[config.mk]
export PLATFORM = sky130hd
export DESIGN_NAME = fp_normalizer
export DESIGN_NICKNAME = d
export VERILOG_FILES = /design/src/rtl/fp_normalizer.sv
export SDC_FILE = /design/constraint.sdc
export NUM_CORES = 1
export LEC_CHECK = 0
export ABC_AREA = 1
export CAP_MARGIN = 20
export CORE_MARGIN = 4
export CORE_UTILIZATION = 56
export CTS_CLUSTER_SIZE = 25
export DETAILED_ROUTE_END_ITERATION = 10
export HOLD_SLACK_MARGIN = 0.03
export PLACE_DENSITY = 0.88
export SYNTH_ARGS = -nofsm -noshare
export SYNTH_HDL_FRONTEND = slang
export SYNTH_SLANG_ARGS = --single-unit
[constraint.sdc]
create_clock -name clk -period 3.8 [get_ports clk]
set_input_delay 0.76 -clock clk [delete_from_list [all_inputs] [get_ports clk]]
set_output_delay 0.76 -clock clk [all_outputs]
set_load 0.01 [all_outputs]
[src/rtl/fp_normalizer.sv]
// Iterative significand normalizer: shifts subnormal significands left (up to
// 8 bits per cycle) until bit 52 is set, adjusting the exponent accordingly.
module fp_normalizer (
  input  logic        clk,
  input  logic        rst_n,
  input  logic        in_valid,
  output logic        in_ready,
  input  logic        in_s,
  input  logic [10:0] in_e,
  input  logic [52:0] in_f,
  input  logic        in_e_z,
  input  logic        in_e_inf,
  output logic        out_valid,
  input  logic        out_ready,
  output logic        out_s,
  output logic [12:0] out_e,
  output logic [52:0] out_f,
  output logic        out_zero,
  output logic        out_inf_nan
);

  localparam logic [1:0] IDLE  = 2'd0;
  localparam logic [1:0] SHIFT = 2'd1;
  localparam logic [1:0] DONE  = 2'd2;

  logic [1:0]  state_q, state_d;
  logic        s_q, s_d;
  logic [12:0] e_q, e_d;
  logic [52:0] f_q, f_d;
  logic        zero_q, zero_d;
  logic        inf_q, inf_d;

  logic [2:0]  lz_n;
  logic        lz_found;
  logic        top_byte_zero;
  logic        in_f_zero;

  // Exponent-zero flag is carried for the upstream interface only; the shift
  // decision looks at the hidden bit directly.
  logic        unused_e_z;
  assign unused_e_z = in_e_z;

  assign in_ready      = (state_q == IDLE);
  assign out_valid     = (state_q == DONE);
  assign top_byte_zero = (f_q[52:45] == 8'd0);
  assign in_f_zero     = (in_f == 53'd0);

  // Leading-zero count of the top byte; only meaningful when it is non-zero.
  always_comb begin
    lz_n     = 3'd0;
    lz_found = 1'b0;
    for (int i = 7; i >= 0; i--) begin
      if (!lz_found && f_q[45+i]) begin
        lz_n     = 3'(7 - i);
        lz_found = 1'b1;
      end
    end
  end

  always_comb begin
    state_d = state_q;
    s_d     = s_q;
    e_d     = e_q;
    f_d     = f_q;
    zero_d  = zero_q;
    inf_d   = inf_q;
    case (state_q)
      IDLE: begin
        if (in_valid) begin
          s_d    = in_s;
          e_d    = {{2{in_e[10]}}, in_e};
          f_d    = in_f;
          inf_d  = in_e_inf;
          zero_d = in_f_zero && !in_e_inf;
          if (in_e_inf || in_f_zero || in_f[52]) begin
            state_d = DONE;
          end else begin
            state_d = SHIFT;
          end
        end
      end
      SHIFT: begin
        if (top_byte_zero) begin
          f_d = f_q << 8;
          e_d = e_q - 13'd8;
        end else begin
          f_d     = f_q << lz_n;
          e_d     = e_q - {10'd0, lz_n};
          state_d = DONE;
        end
      end
      DONE: begin
        if (out_ready) begin
          state_d = IDLE;
        end
      end
      default: begin
        state_d = IDLE;
      end
    endcase
  end

  always_ff @(posedge clk or negedge rst_n) begin
    if (!rst_n) begin
      state_q <= IDLE;
      s_q     <= 1'b0;
      e_q     <= 13'd0;
      f_q     <= 53'd0;
      zero_q  <= 1'b0;
      inf_q   <= 1'b0;
    end else begin
      state_q <= state_d;
      s_q     <= s_d;
      e_q     <= e_d;
      f_q     <= f_d;
      zero_q  <= zero_d;
      inf_q   <= inf_d;
    end
  end

  assign out_s       = s_q;
  assign out_e       = e_q;
  assign out_f       = f_q;
  assign out_zero    = zero_q;
  assign out_inf_nan = inf_q;

endmodule

==> results of run 1 <==
## sequential cells by signal, indices dropped and copies added, names as in the netlist
signal and cells:
out_e 13, out_s 1, out_zero 1, out_f 53, state_q 2, out_inf_nan 1
## metal layers
layer	share of wire	track usage
met1	0.40	0.427
met2	0.46	0.485
met3	0.12	0.0663
met4	0.025	0.115
met5	0	0
## power groups by stage
stage	logic [uW]	clock network, uW	registers [uW]
final	3980	766	1610
after global routing	4440	808	1660
after CTS	3930	773	1590
after detailed placement	3910	0	1590
after global placement	3820	0	1610
after floorplan	2430	0	1640
## layout by cell type (no fill, tap or decap), drive strengths merged
master	n
a21oi	10
nand3	299
o22ai	1
clkinvlp	1
o21bai	1
nor3	4
clkdlybuf4s50	139
buf	17
inv	169
a31oi	4
a22oi	4
nand4	5
dfrtp	71
nor4	13
ha	4
clkinv	4
o21ai	68
nor2	35
fa	1
o221ai	16
a211oi	2
nand2	218
bufinv	3
xor2	4
o211ai	6
clkbuf	10
or2	11
## through the flow
step	total power [uW]	hold WS, ns	std cells	utilization	area (um2)
after floorplan	4080	0.464	1007	-	6160
after global placement	5430	0.462	1244	0.701	7560
after detailed placement	5500	0.472	1244	0.701	7560
after CTS	6290	0.503	1260	0.724	7810
after global routing	6910	0.530	1260	0.724	7810
final	6350	0.503	1260	0.724	7810
## worst max-delay path, delay by kind of cell (launching register included)
| family | cells | cell delay (ns) |
|---|---|---|
| AO/OA/AOI/OAI | 2 | 0.53 |
| flip-flops | 1 | 0.49 |
| adder cells (fa/ha/maj) | 1 | 0.34 |
| buffers and inverters | 1 | 0.09 |
| AND/OR/NAND/NOR | 9 | 1.09 |
## how the worst max path moves through the flow
stage              start        end  slack (ns)
2_1_floorplan  out_f[49]  out_e[11]        1.25
3_3_place_gp    in_valid  out_f[37]        0.89
3_5_place_dp    in_valid  out_f[35]        0.84
4_1_cts        out_f[49]  out_e[11]        1.16
5_1_grt        out_f[49]   out_e[8]        0.93
6_report       out_f[49]  out_e[11]        1.15
## cells by family after synthesis
family / after synthesis
AO/OA/AOI/OAI: 112
AND/OR/NAND/NOR: 585
flip-flops: 71
XOR/XNOR: 4
adder cells (fa/ha/maj): 5
buffers and inverters: 230
## layout make-up
class                   instances  area (um2)
clock buffers                  10         138
clock inverters                 6         108
fillers                       917        2980
inverters                     171         642
multi-input cells             706        3450
flip-flops and latches         71        1780
well taps                     140         175
repair buffers                156        1520
==> results by group, run 1 <==
STA
  – Period utilisation layout: 0.698
  – Final setup TNS: 0 ns
  – Fin crit period: 2.65 ns
  – Final Hold Viols: 0
  – RSZ-0062 raised after global routing: no
  – Rel. slew slack: 0.379
  – Final worst setup slack: 1.15 ns
  – Final Slew Violations: 0
  – Worst-Margin Slew: 0.931 ns
  – Final setup violation count: 0
  – Top achievable clock speed: 0.377 GHz
  – Clock skew: 0.0139 ns

Route
  – Post-DR wirelength/cell: 15.9 um
  – Drt pass-1 iters: 6
  – Iteration-0 DRC Markers: 1086
  – Via count: 7520
  – Post-Route WL: 20000 um
  – Detail Route Antenna Nets: 0
  – Vias/cell: 5.97
  – Detailed-route DRC error count: 0

Worst setup path
  – CP arrival: 2.89 ns
  – CP Launch Type: flop
  – Crit. End Element: flop
  – R2R setup slack: 1.15 ns
  – Crit-path max FO: 6
  – CP Cell Sequence: nor2_4, nand2_1, a31oi_1, inv_1, ha_1, nand2_1, o211ai_1, nand2_1, nand2_1, nor3_1, or2_2, nand3_1, nand3_1
  – CP required: 4.04 ns
  – Worst Reg-to-Reg Cells: 13
  – Crit path kind: reg -> reg
  – Slowest CP cell: dfrtp_1
  – CP most frequent cell: nand2_1
  – CP peak stage delay: 0.49 ns
  – RR Endpoint: out_e[11]
  – R2R Path Start: out_f[49]

Synthesis
  – Synth Area in Adders: 0.0114
  – Mapped Avg Cell Area: 6.11 um2
  – Mapped Area: 0.00616 mm2
  – Most used DFF post-synth: dfrtp_1
  – Post-synth top cells: 299 x nand3_1, 217 x nand2_1, 166 x inv_1
  – Synth Area in XOR/XNOR: 0.00569
  – Netlist cell types: 33
  – Post-synthesis mux area share: 0
  – Simple-gate share of the synthesized area: 0.436
  – Ys Warns: 0
  – Seq cells post-synth: 71
  – Top cells by area, synth: dfrtp_1 29%, nand3_1 24%, nand2_1 13%, inv_1 10%, o21ai_0 5.4%
  – Post-synth ARST share: 1.00
  – Post-Synthesis Cells: 1007
  – Compound-Gate Fraction of Synth Area: 0.107
  – Number of flops mapped to enable cells by yosys: 0
  – Largest family of logic cells by synthesized area: simple AND/OR/NAND/NOR gates
  – Leading area contributor after synthesis: dfrtp_1
  – Yosys top cell area share: 0.289
  – Seq/Total Area, Yosys: 0.289
  – Most frequent cell after synthesis: nand3_1
  – Syn Nets: 1083

CTS
  – Post-CTS Setup Inserts: 0
  – CTS buffer count: 9
  – Clk slew on worst S/H paths: 0.08 ns
  – Clock Tree Root: clkbuf_8
  – # hold bufs at CTS: 0
  – Worst skew pair latency: 0.36 ns
  – Bufs on Longest Clock Path: 2
  – H-tree levels: 3
  – CTS Sinks: 71
  – Post-CTS Resized: 0
  – CTS tree: done

Run
  – Number of max-cap violations: 0

Power
  – Internal: 3220 uW
  – Sw frac: 0.494
  – PwrDens: 814 mW/mm2
  – Clock Power Share: 0.121
  – Max VDD drop: 0.484 mV
  – Pleak: 0.00389 uW
  – Combinational power share: 0.627
  – Reg power frac: 0.253
  – Switch Pwr: 3140 uW

Hold path
  – WHS Endpoint: out_zero
  – Worst hold start: out_zero
  – WHS Path Cells: 2
  – Hold Path Class: reg -> reg

Die
  – Die height: 113 um
  – DIE AREA: 0.0127 mm2
  – Die X: 113 um
  – Cell row count: 38
  – Core Region: 0.0108 mm2
  – Boundary Pins: 142
  – Effective utilization at floorplan: 0.570

Layout
  – Layout overhead on the synthesized area: 26.8%
  – Antenna cell count: 0
  – Final nets: 1191
  – Share of cells above drive strength 1: 0.0482

Global routing
  – Initial antenna violation count: 0
  – Largest net degree at the start of global routing: 56
  – Number of global-route vias before repair: 6878
  – Global-route wire length before repair: 32700 um
  – GR Util All Layers: 0.311
  – Grt ovf: 0

Outcome
  – Status: completed

Placement
  – Dpl ws: 0.839 ns
  – Placer Congestion: 0.944
  – Port-buffer cells: 140
  – Post-DP HPWL: 14000 um
No activity file was read; power rests on OpenSTA's default activity.
==> inputs of run 2 (changes only) <==
Settings changed: CORE_UTILIZATION 56 to 52, PLACE_DENSITY 0.88 to 0.83.
Clock period 3.8 ns to 2.5 ns, I/O delays scaled along.
==> run 2 against run 1 <==
- sequential share of layout area shrank 0.74 points
- cell count grew 1.2%
- first-iteration DRC count grew 2.2%
- critical path depth grew 1
- maximum frequency is 10% higher
- count of clock-buffer cells in the layout grew 5
- total power increased by 59%
- via count up 0.27%
- global-route usage decreased by 0.63 points
- die area is 7.1% higher
- sequential power increased by 51%
- largest power group unchanged
- utilization decreased by 2.1 points
==> results by group, run 2 (synthesis gave the netlist of run 1 again) <==
Route
  – Detailed-route DRC error count: 0 (unchanged)
  – Drt pass-1 iters: 6 (unchanged)
  – Iteration-0 DRC Markers: 1110 (was 1086)
  – Vias/cell: 5.91 (was 5.97)
  – Via count: 7540 (was 7520)
  – Post-DR wirelength/cell: 16.4 um (was 15.9 um)
  – Detail Route Antenna Nets: 0 (unchanged)
  – Post-Route WL: 20900 um (was 20000 um)

Power
  – PwrDens: 1250 mW/mm2 (was 814 mW/mm2)
  – Switch Pwr: 4920 uW (was 3140 uW)
  – Sw frac: 0.488 (was 0.494)
  – Clock Power Share: 0.126 (was 0.121)
  – Internal: 5170 uW (was 3220 uW)
  – Pleak: 0.00399 uW (was 0.00389 uW)
  – Combinational power share: 0.633 (was 0.627)
  – Max VDD drop: 0.573 mV (was 0.484 mV)
  – Reg power frac: 0.240 (was 0.253)

STA
  – Rel. slew slack: 0.371 (was 0.379)
  – Period utilisation layout: 0.963 (was 0.698)
  – Final worst setup slack: 0.0925 ns (was 1.15 ns)
  – Final Hold Viols: 0 (unchanged)
  – RSZ-0062 raised after global routing: yes (was no)
  – Worst-Margin Slew: 0.942 ns (was 0.931 ns)
  – Top achievable clock speed: 0.415 GHz (was 0.377 GHz)
  – Fin crit period: 2.41 ns (was 2.65 ns)
  – Final Slew Violations: 0 (unchanged)
  – Final setup violation count: 0 (unchanged)
  – Final setup TNS: 0 ns (unchanged)
  – Clock skew: 0.00801 ns (was 0.0139 ns)

Die
  – Die X: 117 um (was 113 um)
  – Effective utilization at floorplan: 0.535 (was 0.570)
  – Die height: 117 um (was 113 um)
  – DIE AREA: 0.0136 mm2 (was 0.0127 mm2)
  – Core Region: 0.0115 mm2 (was 0.0108 mm2)
  – Boundary Pins: 142 (unchanged)
  – Cell row count: 39 (was 38)

Layout
  – Share of cells above drive strength 1: 0.0786 (was 0.0482)
  – Most frequent cells in the layout: 296 x nand3_1, 211 x nand2_1, 165 x inv_1 (was 299 x nand3_1, 217 x nand2_1, 166 x inv_1)
  – Antenna cell count: 0 (unchanged)
  – Utilization after layout: 0.702 (was 0.724)
  – Max reg flops: 53 (unchanged)
  – Layout overhead on the synthesized area: 31.3% (was 26.8%)
  – Commonest non-fill, non-tap cell in the layout: nand3_1 (unchanged)
  – Final nets: 1204 (was 1191)
  – Non-Filler Instances: 1275 (was 1260)

CTS
  – # hold bufs at CTS: 0 (unchanged)
  – CTS Sinks: 71 (unchanged)
  – CTS buffer count: 9 (unchanged)
  – CTS tree: done (unchanged)
  – Bufs on Longest Clock Path: 2 (unchanged)
  – Clock Tree Root: clkbuf_16 (was clkbuf_8)
  – Clk slew on worst S/H paths: 0.06 ns (was 0.08 ns)
  – Worst skew pair latency: 0.33 ns (was 0.36 ns)
  – H-tree levels: 3 (unchanged)

Worst setup path
  – Crit-path max FO: 6 (unchanged)
  – Worst Reg-to-Reg Cells: 14 (was 13)
  – CP Launch Type: flop (unchanged)
  – Crit path kind: reg -> reg (unchanged)
  – CP required: 2.71 ns (was 4.04 ns)
  – RR Endpoint: out_e[11] (unchanged)
  – Slowest CP cell: dfrtp_2 (was dfrtp_1)
  – CP most frequent cell: nand2_2 (was nand2_1)
  – Kind of cell adding the most delay to the critical path: simple AND/OR/NAND/NOR gates (unchanged)
  – Worst path bufs/invs: 2 (was 1)
  – R2R setup slack: 0.09 ns (was 1.15 ns)
  – R2R Path Start: out_f[49] (unchanged)
  – CP Cell Sequence: nor2_4, nand2_4, a31oi_1, buf_4, inv_1, ha_4, nand2_1, o211ai_1, nand2_2, nand2_2, nor3_1, or2_4, nand3_2, nand3_1 (was nor2_4, nand2_1, a31oi_1, inv_1, ha_1, nand2_1, o211ai_1, nand2_1, nand2_1, nor3_1, or2_2, nand3_1, nand3_1)
  – CP arrival: 2.62 ns (was 2.89 ns)
  – Crit. End Element: flop (unchanged)
  – CP peak stage delay: 0.46 ns (was 0.49 ns)

Global routing
  – Grt ovf: 0 (unchanged)
  – Largest net degree at the start of global routing: 72 (was 56)
  – Number of global-route vias before repair: 6996 (was 6878)
  – Initial antenna violation count: 0 (unchanged)
  – Global-route wire length before repair: 33500 um (was 32700 um)
  – GR Util All Layers: 0.305 (was 0.311)

Placement
  – Placer Congestion: 0.912 (was 0.944)
  – Port-buffer cells: 140 (unchanged)
  – Inst Count DP: 1255 (was 1244)
  – Dpl ws: 0.0941 ns (was 0.839 ns)
  – Post-DP HPWL: 14200 um (was 14000 um)

Hold path
  – Hold Path Class: in -> async (was reg -> reg)

Outcome
  – Status: completed (unchanged)

Run
  – Number of max-cap violations: 0 (unchanged)
run 2: cell types whose count changed in the layout (fill, tap and decap cells not counted), sizes merged:
cell | previous run | this run
bufinv | 3 | 0
clkinvlp | 1 | 0
clkinv | 4 | 2
clkbuf | 10 | 15
buf | 17 | 30
run 2: final cells by class:
| class | instances | area, um2 |
|---|---|---|
| multi-input cells | 706 | 3550 |
| fillers | 982 | 3430 |
| flip-flops and latches | 71 | 1780 |
| repair buffers | 169 | 1650 |
| inverters | 171 | 642 |
| clock buffers | 15 | 288 |
| well taps | 143 | 179 |
run 2: worst max path at each step:
stage          startpoint   endpoint  slack [ns]  cells after the start
4_1_cts         out_f[49]   out_e[8]        0.06                     15
3_5_place_dp    out_f[49]  out_e[11]        0.09                     14
5_1_grt         out_f[49]   out_e[4]       -0.07                     15
6_report        out_f[49]  out_e[11]        0.09                     14
2_1_floorplan   out_f[50]  out_e[11]        0.02                     17
3_3_place_gp    out_f[49]   out_e[8]        0.13                     15
run 2: through the flow:
step                hold slack [ns]  power [uW]  cell area, um2
finish                        0.170       10100            8090
global route                  0.231       10900            8090
CTS                           0.219        9820            7960
detailed placement            0.467        8510            7670
global placement              0.463        8400            7670
floorplan                     0.204        6210            6170
run 2: worst register-to-register path: cells and delay by family, from the launching register on:
family / cells / cell delay (ns)
fa+ha+maj: 1 / 0.27
simple gates: 9 / 0.95
compound gates: 2 / 0.39
flops: 1 / 0.46
buf+inv: 2 / 0.24
run 2: what timing repair did:
| action | CTS | global route |
|---|---|---|
| resized for setup | 0 | 24 |
| setup endpoints to repair | 0 | 9 |
| endpoints found under the hold margin | 0 | 0 |
| setup buffers | 0 | 5 |
run 2: routing by layer:
| layer | track usage | routed length, um | vias to the layer above |
|---|---|---|---|
| met4 | 0.122 | 649 | 0 |
| met2 | 0.475 | 9490 | 481 |
| met3 | 0.0380 | 1960 | 68 |
| li1 | - | - | 3579 |
| met5 | 0 | 0 | - |
| met1 | 0.431 | 8760 | 3412 |
run 2: power by group through the flow:
stage	Clock (uW)	Sequential (uW)	Combinational, uW
5_1_grt	1340	2510	7100
3_5_place_dp	0	2410	6100
4_1_cts	1280	2400	6150
6_report	1270	2430	6400
2_1_floorplan	0	2500	3700
3_3_place_gp	0	2420	5980
